`src/rtl/cla_pipe_adder.sv`:
```
// cla_pipe_adder: pipelined two-level carry-lookahead adder/subtractor.
// One SEG-bit segment is resolved per stage (L = WIDTH/SEG stages), with a
// valid/ready handshake on both sides and a single global advance enable.
// Optional feature macro: CLA_SAT_EN (saturate oS on signed overflow).
module cla_pipe_adder #(
  parameter int unsigned WIDTH = 32,
  parameter int unsigned SEG   = 16
) (
  input  logic             iClk,
  input  logic             iRstN,
  input  logic             iValid,
  output logic             oReady,
  input  logic [WIDTH-1:0] iA,
  input  logic [WIDTH-1:0] iB,
  input  logic             iC,
  input  logic             iSub,
  output logic             oValid,
  input  logic             iReady,
  output logic [WIDTH-1:0] oS,
  output logic             oC,
  output logic             oV
);

  localparam int unsigned L  = WIDTH / SEG;
  localparam int unsigned NG = SEG / 4;

  // Two-level lookahead over one segment: returns {carry_out, sum}.
  function automatic logic [SEG:0] cla_seg(input logic [SEG-1:0] a,
                                           input logic [SEG-1:0] b,
                                           input logic           cin);
    logic [SEG-1:0] g, p, cb;
    logic [NG-1:0]  gg, pg;
    logic [NG:0]    cg;
    logic           t;
    g  = a & b;
    p  = a ^ b;
    cb = '0;
    gg = '0;
    pg = '0;
    cg = '0;
    t  = 1'b0;
    for (int unsigned j = 0; j < NG; j++) begin
      gg[j] = g[4*j+3] | (p[4*j+3] & g[4*j+2]) | (p[4*j+3] & p[4*j+2] & g[4*j+1])
            | (p[4*j+3] & p[4*j+2] & p[4*j+1] & g[4*j]);
      pg[j] = &p[4*j +: 4];
    end
    // Each group carry is a flat sum-of-products from cin, not chained.
    for (int unsigned j = 0; j <= NG; j++) begin
      t = cin;
      for (int unsigned i = 0; i < j; i++) t = gg[i] | (pg[i] & t);
      cg[j] = t;
    end
    for (int unsigned j = 0; j < NG; j++) begin
      for (int unsigned b4 = 0; b4 < 4; b4++) begin
        t = cg[j];
        for (int unsigned i = 0; i < b4; i++) t = g[4*j+i] | (p[4*j+i] & t);
        cb[4*j+b4] = t;
      end
    end
    return {cg[NG], p ^ cb};
  endfunction

  logic             en;
  logic [WIDTH-1:0] be_eff;
  logic             ce_eff;

  logic [WIDTH-1:0] a_in [L];
  logic [WIDTH-1:0] b_in [L];
  logic [WIDTH-1:0] s_in [L];
  logic [WIDTH-1:0] s_d  [L];
  logic [L-1:0]     c_in, c_d, v_in;

  logic [WIDTH-1:0] a_q [L];
  logic [WIDTH-1:0] b_q [L];
  logic [WIDTH-1:0] s_q [L];
  logic [L-1:0]     c_q, vld_q;
  logic             ov_q;

  logic [WIDTH-1:0] s_raw, s_fin;
  logic             a_sign, ov_d;

  // Global advance: every stage shifts when the output slot is free or drained.
  assign en     = iReady | ~oValid;
  assign oReady = en;
  assign be_eff = iSub ? ~iB : iB;
  assign ce_eff = iSub ? 1'b1 : iC;

  // Per-stage wiring: stage 0 from the ports, stage k from stage k-1 registers.
  for (genvar k = 0; k < int'(L); k++) begin : g_stage
    localparam logic [WIDTH-1:0] SMASK = WIDTH'({SEG{1'b1}}) << (k*SEG);
    logic [SEG-1:0] slice;
    if (k == 0) begin : g_first
      assign a_in[k] = iA;
      assign b_in[k] = be_eff;
      assign s_in[k] = '0;
      assign c_in[k] = ce_eff;
      assign v_in[k] = iValid;
    end else begin : g_next
      assign a_in[k] = a_q[k-1];
      assign b_in[k] = b_q[k-1];
      assign s_in[k] = s_q[k-1];
      assign c_in[k] = c_q[k-1];
      assign v_in[k] = vld_q[k-1];
    end
    assign {c_d[k], slice} = cla_seg(a_in[k][k*SEG +: SEG], b_in[k][k*SEG +: SEG], c_in[k]);
    assign s_d[k] = (s_in[k] & ~SMASK) | (WIDTH'(slice) << (k*SEG));
  end

  // Final stage: signed overflow from the carried sign bits, optional clamp.
  assign s_raw  = s_d[L-1];
  assign a_sign = a_in[L-1][WIDTH-1];
  assign ov_d   = (a_sign == b_in[L-1][WIDTH-1]) & (s_raw[WIDTH-1] != a_sign);
`ifdef CLA_SAT_EN
  assign s_fin  = ov_d ? (a_sign ? {1'b1, {(WIDTH-1){1'b0}}} : {1'b0, {(WIDTH-1){1'b1}}})
                       : s_raw;
`else
  assign s_fin  = s_raw;
`endif

  // Pipeline registers: all stages advance together on en, reset clears all.
  always_ff @(posedge iClk or negedge iRstN) begin
    if (!iRstN) begin
      vld_q <= '0;
      c_q   <= '0;
      ov_q  <= 1'b0;
      for (int unsigned k = 0; k < L; k++) begin
        a_q[k] <= '0;
        b_q[k] <= '0;
        s_q[k] <= '0;
      end
    end else if (en) begin
      vld_q <= v_in;
      c_q   <= c_d;
      ov_q  <= ov_d;
      for (int unsigned k = 0; k < L; k++) begin
        a_q[k] <= a_in[k];
        b_q[k] <= b_in[k];
        s_q[k] <= (k == L-1) ? s_fin : s_d[k];
      end
    end
  end

  assign oValid = vld_q[L-1];
  assign oS     = s_q[L-1];
  assign oC     = c_q[L-1];
  assign oV     = ov_q;

  // Operand copies held by the last stage feed nothing downstream.
  logic unused_ok;
  assign unused_ok = ^{a_q[L-1], b_q[L-1]};

endmodule

```
`config.mk`:
```
export PLATFORM = sky130hd
export DESIGN_NAME = cla_pipe_adder
export DESIGN_NICKNAME = d
export VERILOG_FILES = /design/src/rtl/cla_pipe_adder.sv
export SDC_FILE = /design/constraint.sdc
export NUM_CORES = 1
export LEC_CHECK = 0
export BUFFER_PORTS_ARGS = -buffer_cell sky130_fd_sc_hd__clkbuf_2
export CORE_MARGIN = 3
export CORE_UTILIZATION = 45
export CTS_BUF_LIST = sky130_fd_sc_hd__clkbuf_4 sky130_fd_sc_hd__clkbuf_8
export DETAILED_ROUTE_END_ITERATION = 10
export PLACE_DENSITY_LB_ADDON = 0.15
export SYNTH_ARGS = -nofsm -noshare
export SYNTH_HDL_FRONTEND = slang
export SYNTH_SLANG_ARGS = --single-unit
export TNS_END_PERCENT = 50
```
`constraint.sdc`:
```
create_clock -name iClk -period 8.9 [get_ports iClk]
set_input_delay 2.225 -clock iClk [delete_from_list [all_inputs] [get_ports iClk]]
set_output_delay 2.225 -clock iClk [all_outputs]
set_load 0.005 [all_outputs]
```
==> results of run 1 <==
worst max-delay path: stages:
cell	delay, ps
clkbuf_2	110
nor2b_4	40
buf_4	340
inv_2	100
buf_4	640
clkbuf_2	240
report_power, final:
group	switching, mW	internal, mW
Combinational	0.210	0.185
Sequential	0.0696	0.497
Clock	0.136	0.141
Total	0.416	0.823
cell usage after synthesis (2+ instances only):
master | instances | area share
o21ai_0 | 26 | 0.027
buf_1 | 2 | 0.0016
and3_1 | 2 | 0.0026
ha_1 | 32 | 0.084
clkbuf_1 | 10 | 0.0079
inv_1 | 33 | 0.026
xnor2_1 | 18 | 0.033
a21o_1 | 6 | 0.0094
a21oi_1 | 26 | 0.027
fa_1 | 24 | 0.10
buf_2 | 10 | 0.010
nor2_1 | 21 | 0.017
nand4_1 | 3 | 0.0039
nand2_1 | 153 | 0.12
nand3_1 | 4 | 0.0042
xor2_1 | 23 | 0.042
o21a_1 | 2 | 0.0031
dfrtp_1 | 85 | 0.45
through the flow:
step	setup WS [ps]	cell area (µm²)
5_1_grt	2780	5600
2_1_floorplan	3670	4780
4_1_cts	2920	5600
3_3_place_gp	2930	5400
6_report	2960	5600
3_5_place_dp	2890	5400
sequential cells by signal, summed over array words and instances (netlist names):
| signal | cells |
|---|---|
| oS | 32 |
| a_in | 16 |
| b_in | 16 |
| s_in | 16 |
| c_q | 2 |
| vld_q | 2 |
| oV | 1 |
kinds of logic after synthesis:
| family | share of synthesized area |
|---|---|
| and+or+nand+nor | 0.159 |
| AOI/OAI and AO/OA | 0.0898 |
| adders and majority gates | 0.184 |
| xor gates and xnor gates | 0.0752 |
| buffers and inverters | 0.0466 |
| DFF | 0.445 |
routing by layer:
| layer | GRT usage | share of wire | wire [µm] |
|---|---|---|---|
| met5 | 0 | 0 | 0 |
| met3 | 0.0272 | 0.043 | 405 |
| met2 | 0.279 | 0.48 | 4530 |
| met1 | 0.234 | 0.47 | 4410 |
| met4 | 0.0640 | 0.013 | 127 |
final cells by class:
cell class,count,share of cell area
inverters,34,0.0228
repair buffers,107,0.0969
clock buffers,11,0.0259
flip-flops and latches,85,0.380
multi-input cells,358,0.434
well taps,133,0.0297
clock inverters,5,0.0107
worst max path at each step:
stage / startpoint / endpoint
6_report: iReady / oReady
5_1_grt: iReady / oReady
4_1_cts: iReady / oReady
3_5_place_dp: iSub / s_in[15]
3_3_place_gp: iReady / oReady
2_1_floorplan: iSub / s_in[15]
==> summary.md, run 1 <==
| Metric | Value |
|---|---|
| Routability Congestion | `0.786` |
| DRT iter0 DRCs | `around 170` |
| Routed Antenna Nets | `0` |
| Hold slack | `between 400 and 500 ps` |
| Core area | `10000 µm²` |
| Hold Path Sink | `vld_q[0]` |
| Avg Cell Area, Syn | `around 9.6 µm²` |
| H-Tree Level Count | `3` |
| Critical Path Source Type | `input port` |
| First-pass GRT wire length | `around 16 mm` |
| Height of the die | `between 100 and 150 µm` |
| Warnings from Yosys | `0` |
| Worst-Skew Late Latency | `~350 ps` |
| Commonest non-fill, non-tap cell in the layout | `nand2_1` |
| Non-Filler Instances | `roughly 730` |
| Worst slew margin | `0.266` |
| Die width | `109 µm` |
| Reg2Reg Setup Slack | `5600 ps` |
| Ratio of cells with drive above 1 in the final layout | `0.220` |
| Setup bufs post-CTS | `0` |
| Seq/Total Area, Yosys | `0.445` |
| Crit Reg-Reg Startpoint | `a_in[22]` |
| Worst EP arrival | `approximately 3700 ps` |
| Cell variety after synth | `37` |
| TNS Setup | `0 ps` |
| Num CTS Buffers | `9` |
| Row count | `36` |
| Minimum clock period | `roughly 6000 ps` |
| Status | `completed` |
| Sink Count | `85` |
| First-pass detailed-route iteration total | `4` |
| Mean number of vias per cell | `approximately 4.7` |
| Largest net degree at the start of global routing | `91` |
| Final setup vio count | `0` |
| Hold Startpoint | `vld_q[0]` |
| Worst hold path type | `reg -> reg` |
| Vias in the first global route | `~3500` |
| Synthesized area | `between 4000 and 5000 µm²` |
| Drc violations | `0` |
| Main synth FF type | `dfrtp_1` |
| Hold Fails Final Rpt | `0` |
| Synthesis-stage register bit count | `85` |
| CTS tree | `built` |
| Crit end category | `primary output` |
| Cells on Worst Hold Path | `2` |
| # port buffers | `around 110` |
| Placed Cells | `roughly 700` |
| Reg2reg end | `oV` |
| Worst VDD drop | `a little over 0.00007 V` |
| Clock-pin slew on the worst setup and hold paths | `approximately 80 ps` |
| Max_cap viols | `0` |
| Cts hold-fix bufs | `0` |
| Root Driver | `clkbuf_8` |
| Global-route usage over all layers | `0.172` |
| Final WL | `9.47 mm` |
| Die Footprint | `about 12000 µm²` |
| RSZ-0062 raised after global routing | `false` |
| Initial antenna violation count | `0` |
| Ys async rst share | `1.00` |
| Nets in the synthesized netlist | `between 600 and 700` |
| Register area | `roughly 2100 µm²` |
| Critical-path maximum fanout | `90` |
| FMAX | `168 MHz` |
| Layout Utilization | `0.558` |
| WL per Instance | `approximately 13 µm` |
| Pwr dens | `between 200 and 250 nW/µm²` |
| I/O pins | `approximately 110` |
| Area occupied by multi-input gates | `between 2000 and 2500 µm²` |
| CP Class | `in -> out` |
| Req. time, crit path | `roughly 6700 ps` |
| Via count | `roughly 3500` |
| Cts repair resizes | `0` |
| Leak Pwr | `~3 nW` |
| Total gr overflow | `0` |
| Clock tree buffer depth | `2` |
| Worst Reg-to-Reg Cells | `10` |
| DP HPWL | `7.05 mm` |
| Clock Skew | `9.00 ps` |
| N_diodes | `0` |
| Slew @ Worst Pin | `about 1100 ps` |
| Final period utilization | `0.667` |
| Max Transition Viols Final | `0` |
| Initial cell density of the core | `0.476` |
| Most frequent cells in the layout | `153 x nand2_1, 104 x clkbuf_2, 85 x dfrtp_1` |
| Area Growth Syn to Fin | `17.3%` |
| EDFF count, synth | `0` |
| # fillers | `between 900 and 1000` |
| Layout Nets | `721` |
| Mapped Cells | `between 400 and 500` |
| Tot Pwr | `~1.2 mW` |
(Power assumes the default switching activity.)
==> inputs of run 2 (changes only) <==
==> constraint.sdc (replaced) <==
create_clock -name iClk -period 5.3 [get_ports iClk]
set_input_delay 1.325 -clock iClk [delete_from_list [all_inputs] [get_ports iClk]]
set_output_delay 1.325 -clock iClk [all_outputs]
set_load 0.005 [all_outputs]
==> run 2 against run 1 <==
- non-clock buffer count is 3 higher
- register-to-register slack worse by 3600 ps
- setup slack worse by 2100 ps
- critical path depth is 6 higher
- sequential share of layout area is 0.051 points lower
- global-route usage is 0.38 points higher
- first-iteration DRC count is 32% lower
- critical endpoint is now s_in[15]
- via count is 1.8% higher
- worst hold slack worse by 0.72 ps
- cell area is 0.13% higher
- utilization is 0.075 points higher
==> summary.md, run 2 (synthesis results as in run 1) <==
| Metric | Value |
|---|---|
| Status | `completed (unchanged)` |
| Global-route usage over all layers | `0.176 (was 0.172)` |
| Hold Startpoint | `vld_q[0] (unchanged)` |
| Clock Skew | `10.4 ps (was 9.00 ps)` |
| Worst EP arrival | `4590 ps (was 3710 ps)` |
| RSZ-0062 raised after global routing | `false (unchanged)` |
| Worst-Skew Late Latency | `350 ps (about the same)` |
| Num CTS Buffers | `9 (unchanged)` |
| TNS Setup | `0 ps (unchanged)` |
| Critical-path maximum fanout | `15 (was 90)` |
| Pwr dens | `368 nW/µm² (was 221 nW/µm²)` |
| # fillers | `971 (was 951)` |
| Worst VDD drop | `0.000173 V (was 0.0000722 V)` |
| Initial cell density of the core | `0.476 (unchanged)` |
| First-pass detailed-route iteration total | `5 (was 4)` |
| Cts repair resizes | `0 (unchanged)` |
| Layout Nets | `724 (was 721)` |
| First-pass GRT wire length | `16.5 mm (was 16.1 mm)` |
| Sink Count | `85 (unchanged)` |
| Worst Reg-to-Reg Cells | `10 (unchanged)` |
| Slowest CP cell | `fa_1 (was buf_4)` |
| I/O pins | `106 (unchanged)` |
| Worst Setup Slack post-DPL | `513 ps (was 2890 ps)` |
| Critical Path Source Type | `input port (unchanged)` |
| Final setup vio count | `0 (unchanged)` |
| Minimum clock period | `between 4000 and 5000 ps` |
| Req. time, crit path | `5490 ps (was 6680 ps)` |
| CP cell instances | `clkbuf_2 -> buf_4 -> xor2_1 -> ha_1 -> o2111ai_1 -> and3_1 -> o21a_2 -> fa_1 -> fa_1 -> fa_1 -> xor2_1 -> a21oi_1 (was clkbuf_2 -> nor2b_4 -> buf_4 -> inv_2 -> buf_4 -> clkbuf_2)` |
| Max_cap viols | `0 (unchanged)` |
| Total gr overflow | `0 (unchanged)` |
| Via count | `3535 (was 3474)` |
| DP HPWL | `7.17 mm (was 7.05 mm)` |
| # port buffers | `105 (unchanged)` |
| Clock-pin slew on the worst setup and hold paths | `80 ps (about the same)` |
| Most frequent cells in the layout | `153 x nand2_1, 104 x clkbuf_2, 85 x dfrtp_1 (unchanged)` |
| Drc violations | `0 (unchanged)` |
| Worst slew margin | `0.446 (was 0.266)` |
| Placed Cells | `720 (was 717)` |
| Max Transition Viols Final | `0 (unchanged)` |
| Crit end category | `flop (was primary output)` |
| Hold Fails Final Rpt | `0 (unchanged)` |
| Final WL | `9.61 mm (was 9.47 mm)` |
| Row count | `36 (unchanged)` |
| Hold Path Sink | `vld_q[0] (unchanged)` |
| H-Tree Level Count | `3 (unchanged)` |
| Cts hold-fix bufs | `0 (unchanged)` |
| Max reg flops | `32 (unchanged)` |
| Setup bufs post-CTS | `0 (unchanged)` |
| FMAX | `between 200 and 250 MHz` |
| Crit Reg-Reg Startpoint | `a_in[22] (unchanged)` |
| Largest stage delay, worst path | `430 ps (was 640 ps)` |
| CTS tree | `built (unchanged)` |
| Ratio of cells with drive above 1 in the final layout | `0.224 (was 0.220)` |
| Reg2Reg Setup Slack | `2010 ps (was 5600 ps)` |
| Routability Congestion | `0.812 (was 0.786)` |
| DRT iter0 DRCs | `113 (was 165)` |
| Height of the die | `109 µm (unchanged)` |
| Cells on Worst Hold Path | `2 (unchanged)` |
| CP Class | `in -> reg (was in -> out)` |
| Routed Antenna Nets | `0 (unchanged)` |
| WL per Instance | `13.1 µm (was 12.9 µm)` |
| Buf/Inv on CP | `2 (was 5)` |
| Slew @ Worst Pin | `830 ps (was 1100 ps)` |
| Most used cell, CP | `fa_1` |
| Worst hold path type | `reg -> reg (unchanged)` |
| Final period utilization | `0.830` |
| Setup ws final | `900 ps (was 2960 ps)` |
| Worst path top cell family by delay | `adder cells (was buffers and inverters)` |
| Leak Pwr | `2.95 nW (was 2.94 nW)` |
| Commonest non-fill, non-tap cell in the layout | `nand2_1 (unchanged)` |
| Layout Utilization | `0.559 (was 0.558)` |
| Non-Filler Instances | `736 (was 733)` |
| Die Footprint | `11900 µm² (unchanged)` |
| Mean number of vias per cell | `4.80 (was 4.74)` |
| Reg2reg end | `oV (unchanged)` |
| N_diodes | `0 (unchanged)` |
| Initial antenna violation count | `0 (unchanged)` |
| Largest net degree at the start of global routing | `90 (was 91)` |
| Area Growth Syn to Fin | `17.5% (was 17.3%)` |
| Clock tree buffer depth | `2 (unchanged)` |
| Die width | `109 µm (unchanged)` |
| Core area | `10000 µm² (unchanged)` |
| Root Driver | `clkbuf_8 (unchanged)` |
| Vias in the first global route | `3619 (was 3543)` |
## run 2: cell types whose count changed in the layout (fill, tap and decap cells not counted), sizes merged
cell and change:
clkinv +2, buf +3, clkbuf -2
## run 2: worst max-delay path by stage
stage	from	endpoint	slack [ps]	cells after the start
global route	iSub	s_in[15]	720	12
floorplan	iSub	s_in[15]	970	13
global placement	iSub	s_in[15]	630	12
detailed placement	iSub	s_in[15]	510	12
finish	iSub	s_in[15]	900	12
CTS	iSub	s_in[15]	890	12
## run 2: through the flow
stage	power, mW	hold slack [ps]	cell area, µm²
2_1_floorplan	1.37	430	4780
3_3_place_gp	1.62	449	5420
3_5_place_dp	1.65	452	5420
4_1_cts	2.10	471	5610
5_1_grt	2.25	494	5610
6_report	2.06	462	5610
## run 2: tightest hold or removal path, stage by stage (launching register included)
cell and delay (ps):
dfrtp_1 340, nand2_1 50, nand2_1 40
## run 2: power by group
part | switching [mW] | internal, mW | total, mW
logic | 0.353 | 0.312 | 0.664
registers | 0.119 | 0.835 | 0.954
clock network | 0.231 | 0.215 | 0.446
total | 0.703 | 1.36 | 2.06
## run 2: final cells by class
| type | instances | area [µm²] | share of cell area |
|---|---|---|---|
| Tap cell | 133 | 166 | 0.0297 |
| Sequential cell | 85 | 2130 | 0.379 |
| Multi-Input combinational cell | 358 | 2430 | 0.434 |
| Clock buffer | 9 | 124 | 0.0221 |
| Timing Repair Buffer | 110 | 566 | 0.101 |
| Inverter | 34 | 128 | 0.0227 |
| Clock inverter | 7 | 66.3 | 0.0118 |
## run 2: routing by layer
| layer | up-vias | track usage | part of all wire |
|---|---|---|---|
| li1 | 1794 | - | - |
| met1 | 1655 | 0.236 | 0.47 |
| met2 | 75 | 0.290 | 0.48 |
| met3 | 11 | 0.0231 | 0.039 |
| met4 | 0 | 0.0685 | 0.017 |
| met5 | - | 0 | 0 |
==> inputs of run 3 (changes only) <==
==> constraint.sdc (replaced) <==
create_clock -name iClk -period 4.6 [get_ports iClk]
set_input_delay 1.15 -clock iClk [delete_from_list [all_inputs] [get_ports iClk]]
set_output_delay 1.15 -clock iClk [all_outputs]
set_load 0.005 [all_outputs]
==> run 3 against run 2 <==
- wire length fell by 0.45%
- setup slack worse by 380 ps
- count of clock-buffer cells in the layout increased by 3
- cell area fell by 0.33%
- sequential share of layout area rose by 0.13 points
- first-iteration DRC count rose by 34%
- non-clock buffer count is the same
- total power rose by 13%
- final cell count unchanged
- worst hold slack gained 8.9 ps
- global-route usage is essentially flat
- largest power group unchanged
==> summary.md, run 3 (synthesis results as in run 1) <==
| Metric | Value |
|---|---|
| Switching Fraction | `0.342 (was 0.340)` |
| Crit Reg-Reg Startpoint | `a_in[22] (unchanged)` |
| I/O pins | `106 (unchanged)` |
| CTS tree | `built (unchanged)` |
| Cts repair resizes | `0 (unchanged)` |
| Status | `completed (unchanged)` |
| Crit end category | `flop (unchanged)` |
| Worst VDD drop | `0.000176 V (was 0.000173 V)` |
| Worst-Skew Late Latency | `340 ps (was 350 ps)` |
| Routability Congestion | `0.803 (was 0.812)` |
| First-pass GRT wire length | `16.5 mm (about the same)` |
| Cells on Worst Hold Path | `2 (unchanged)` |
| Global-route usage over all layers | `0.176 (about the same)` |
| Buf/Inv on CP | `1 (was 2)` |
| Worst EP arrival | `4280 ps (was 4590 ps)` |
| Met1 WL | `4.48 mm (about the same)` |
| Pwr dens | `417 nW/µm² (was 368 nW/µm²)` |
| Drc violations | `0 (unchanged)` |
| Leak Pwr | `2.94 nW (was 2.95 nW)` |
| Setup bufs post-CTS | `0 (unchanged)` |
| Commonest non-fill, non-tap cell in the layout | `nand2_1 (unchanged)` |
| CP Class | `in -> reg (unchanged)` |
| Clock Skew | `10.1 ps (was 10.4 ps)` |
| Sequential power share | `0.470 (was 0.462)` |
| Largest net degree at the start of global routing | `90 (unchanged)` |
| TNS Setup | `0 ps (unchanged)` |
| Final WL | `9.57 mm (was 9.61 mm)` |
| Critical-path maximum fanout | `16 (was 15)` |
| Height of the die | `109 µm (unchanged)` |
| Worst hold path type | `reg -> reg (unchanged)` |
| WL per Instance | `13.0 µm (was 13.1 µm)` |
| Cts hold-fix bufs | `0 (unchanged)` |
| RSZ-0062 raised after global routing | `false (unchanged)` |
| Sink Count | `85 (unchanged)` |
| Clock-pin slew on the worst setup and hold paths | `80 ps (about the same)` |
| Reg2reg end | `oV (unchanged)` |
| # fillers | `928 (was 971)` |
| Total gr overflow | `0 (unchanged)` |
| Mean number of vias per cell | `4.78 (was 4.80)` |
| Largest stage delay, worst path | `430 ps (about the same)` |
| Clock power frac | `0.201 (was 0.216)` |
| Slowest CP cell | `fa_1 (unchanged)` |
| DP HPWL | `7.17 mm (about the same)` |
| Hold Path Sink | `vld_q[0] (unchanged)` |
| Area Growth Syn to Fin | `17.1% (was 17.5%)` |
| FMAX | `245 MHz` |
| Ratio of cells with drive above 1 in the final layout | `0.224 (unchanged)` |
| Row count | `36 (unchanged)` |
| Critical Path Source Type | `input port (unchanged)` |
| Num CTS Buffers | `9 (unchanged)` |
| Worst slew margin | `0.446 (about the same)` |
| Initial cell density of the core | `0.476 (unchanged)` |
| Die Footprint | `11900 µm² (unchanged)` |
| Slew @ Worst Pin | `831 ps (was 830 ps)` |
| Max_cap viols | `0 (unchanged)` |
| Initial antenna violation count | `0 (unchanged)` |
| Most used cell, CP | `fa_1 (unchanged)` |
| Die width | `109 µm (unchanged)` |
| Req. time, crit path | `4790 ps (was 5490 ps)` |
| NetSw | `0.798 mW (was 0.703 mW)` |
| Met2 WL post-DR | `4.61 mm (was 4.59 mm)` |
| Layout Nets | `724 (unchanged)` |
| Routed Antenna Nets | `0 (unchanged)` |
| CP cell instances | `clkbuf_2 -> xor2_1 -> ha_1 -> o21a_1 -> o2111ai_1 -> and3_1 -> o21a_2 -> fa_1 -> fa_1 -> fa_1 -> xor2_1 -> a21oi_1 (was clkbuf_2 -> buf_4 -> xor2_1 -> ha_1 -> o2111ai_1 -> and3_1 -> o21a_2 -> fa_1 -> fa_1 -> fa_1 -> xor2_1 -> a21oi_1)` |
| DR top layer | `met4 (unchanged)` |
| Clock tree buffer depth | `2 (unchanged)` |
| Max Transition Viols Final | `0 (unchanged)` |
| N_diodes | `0 (unchanged)` |
| Worst path top cell family by delay | `adder cells (unchanged)` |
| H-Tree Level Count | `3 (unchanged)` |
| Most frequent cells in the layout | `153 x nand2_1, 104 x clkbuf_2, 85 x dfrtp_1 (unchanged)` |
| Via count | `3516 (was 3535)` |
| Max reg flops | `32 (unchanged)` |
| Worst Reg-to-Reg Cells | `10 (unchanged)` |
| Core area | `10000 µm² (unchanged)` |
| Final period utilization | `0.887` |
| # port buffers | `105 (unchanged)` |
| Vias in the first global route | `3667 (was 3619)` |
| Root Driver | `clkbuf_8 (unchanged)` |
| Part of the power in combinational logic | `0.329 (was 0.322)` |
| Minimum clock period | `slightly above 4000 ps` |
| Final setup vio count | `0 (unchanged)` |
| DR WL met3 | `360 µm (was 373 µm)` |
| Tot Pwr | `2.33 mW (was 2.06 mW)` |
| Hold Startpoint | `vld_q[0] (unchanged)` |
| Internal power | `1.53 mW (was 1.36 mW)` |
| DRT iter0 DRCs | `151 (was 113)` |
| Hold Fails Final Rpt | `0 (unchanged)` |
| Reg2Reg Setup Slack | `1310 ps (was 2010 ps)` |
| First-pass detailed-route iteration total | `4 (was 5)` |
## run 3: cell types whose count changed in the layout (fill, tap and decap cells not counted)
cell	before	now
clkinv_2	4	2
clkinv_4	1	0
clkinvlp_4	1	2
bufinv_16	1	0
clkbuf_4	0	3
## run 3: cell type report
| type | count | area [µm²] | share of cell area |
|---|---|---|---|
| multi-input cells | 358 | 2430 | 0.435 |
| flip-flops and latches | 85 | 2130 | 0.380 |
| repair buffers | 110 | 566 | 0.101 |
| well taps | 133 | 166 | 0.0298 |
| clock buffers | 12 | 146 | 0.0262 |
| inverters | 34 | 128 | 0.0228 |
| clock inverters | 4 | 25.0 | 0.00447 |
## run 3: how the worst max path moves through the flow
| stage | start | to | slack (ps) | depth (start not counted) |
|---|---|---|---|---|
| after floorplan | iSub | s_in[15] | 440 | 13 |
| after global placement | iSub | s_in[15] | 260 | 12 |
| after detailed placement | iSub | s_in[15] | 160 | 12 |
| after CTS | iSub | s_in[15] | 530 | 12 |
| after global routing | iSub | s_in[15] | 400 | 12 |
| final | iSub | s_in[15] | 520 | 12 |
## run 3: layer usage
layer  vias to the layer above  GRT usage
li1                       1790          -
met1                      1650      0.239
met2                        67      0.286
met3                         9     0.0290
met4                         0     0.0613
met5                         -          0
## run 3: worst register-to-register path, stage by stage, from the launching register on
cell and delay, ps:
dfrtp_1 430, ha_1 350, a21o_1 190, a21oi_1 170
a21oi_1 90, or3_4 390, fa_1 390, fa_1 380
fa_1 430, xnor2_1 150, o31ai_1 210
## run 3: per-stage QoR
step	cells	hold slack (ps)	worst slack [ps]	instance area, µm²	util
finish	736	471	518	5590	0.557
global route	736	498	396	5590	0.557
CTS	736	478	526	5590	0.557
detailed placement	720	458	161	5420	0.540
global placement	720	449	263	5420	0.540
floorplan	499	430	444	4780	-
## run 3: power groups by stage
stage	Clock (mW)	Sequential, mW	Combinational, mW
floorplan	0	1.10	0.478
finish	0.469	1.10	0.767
global placement	0	1.10	0.763
detailed placement	0	1.11	0.784
global route	0.515	1.13	0.904
CTS	0.490	1.10	0.788
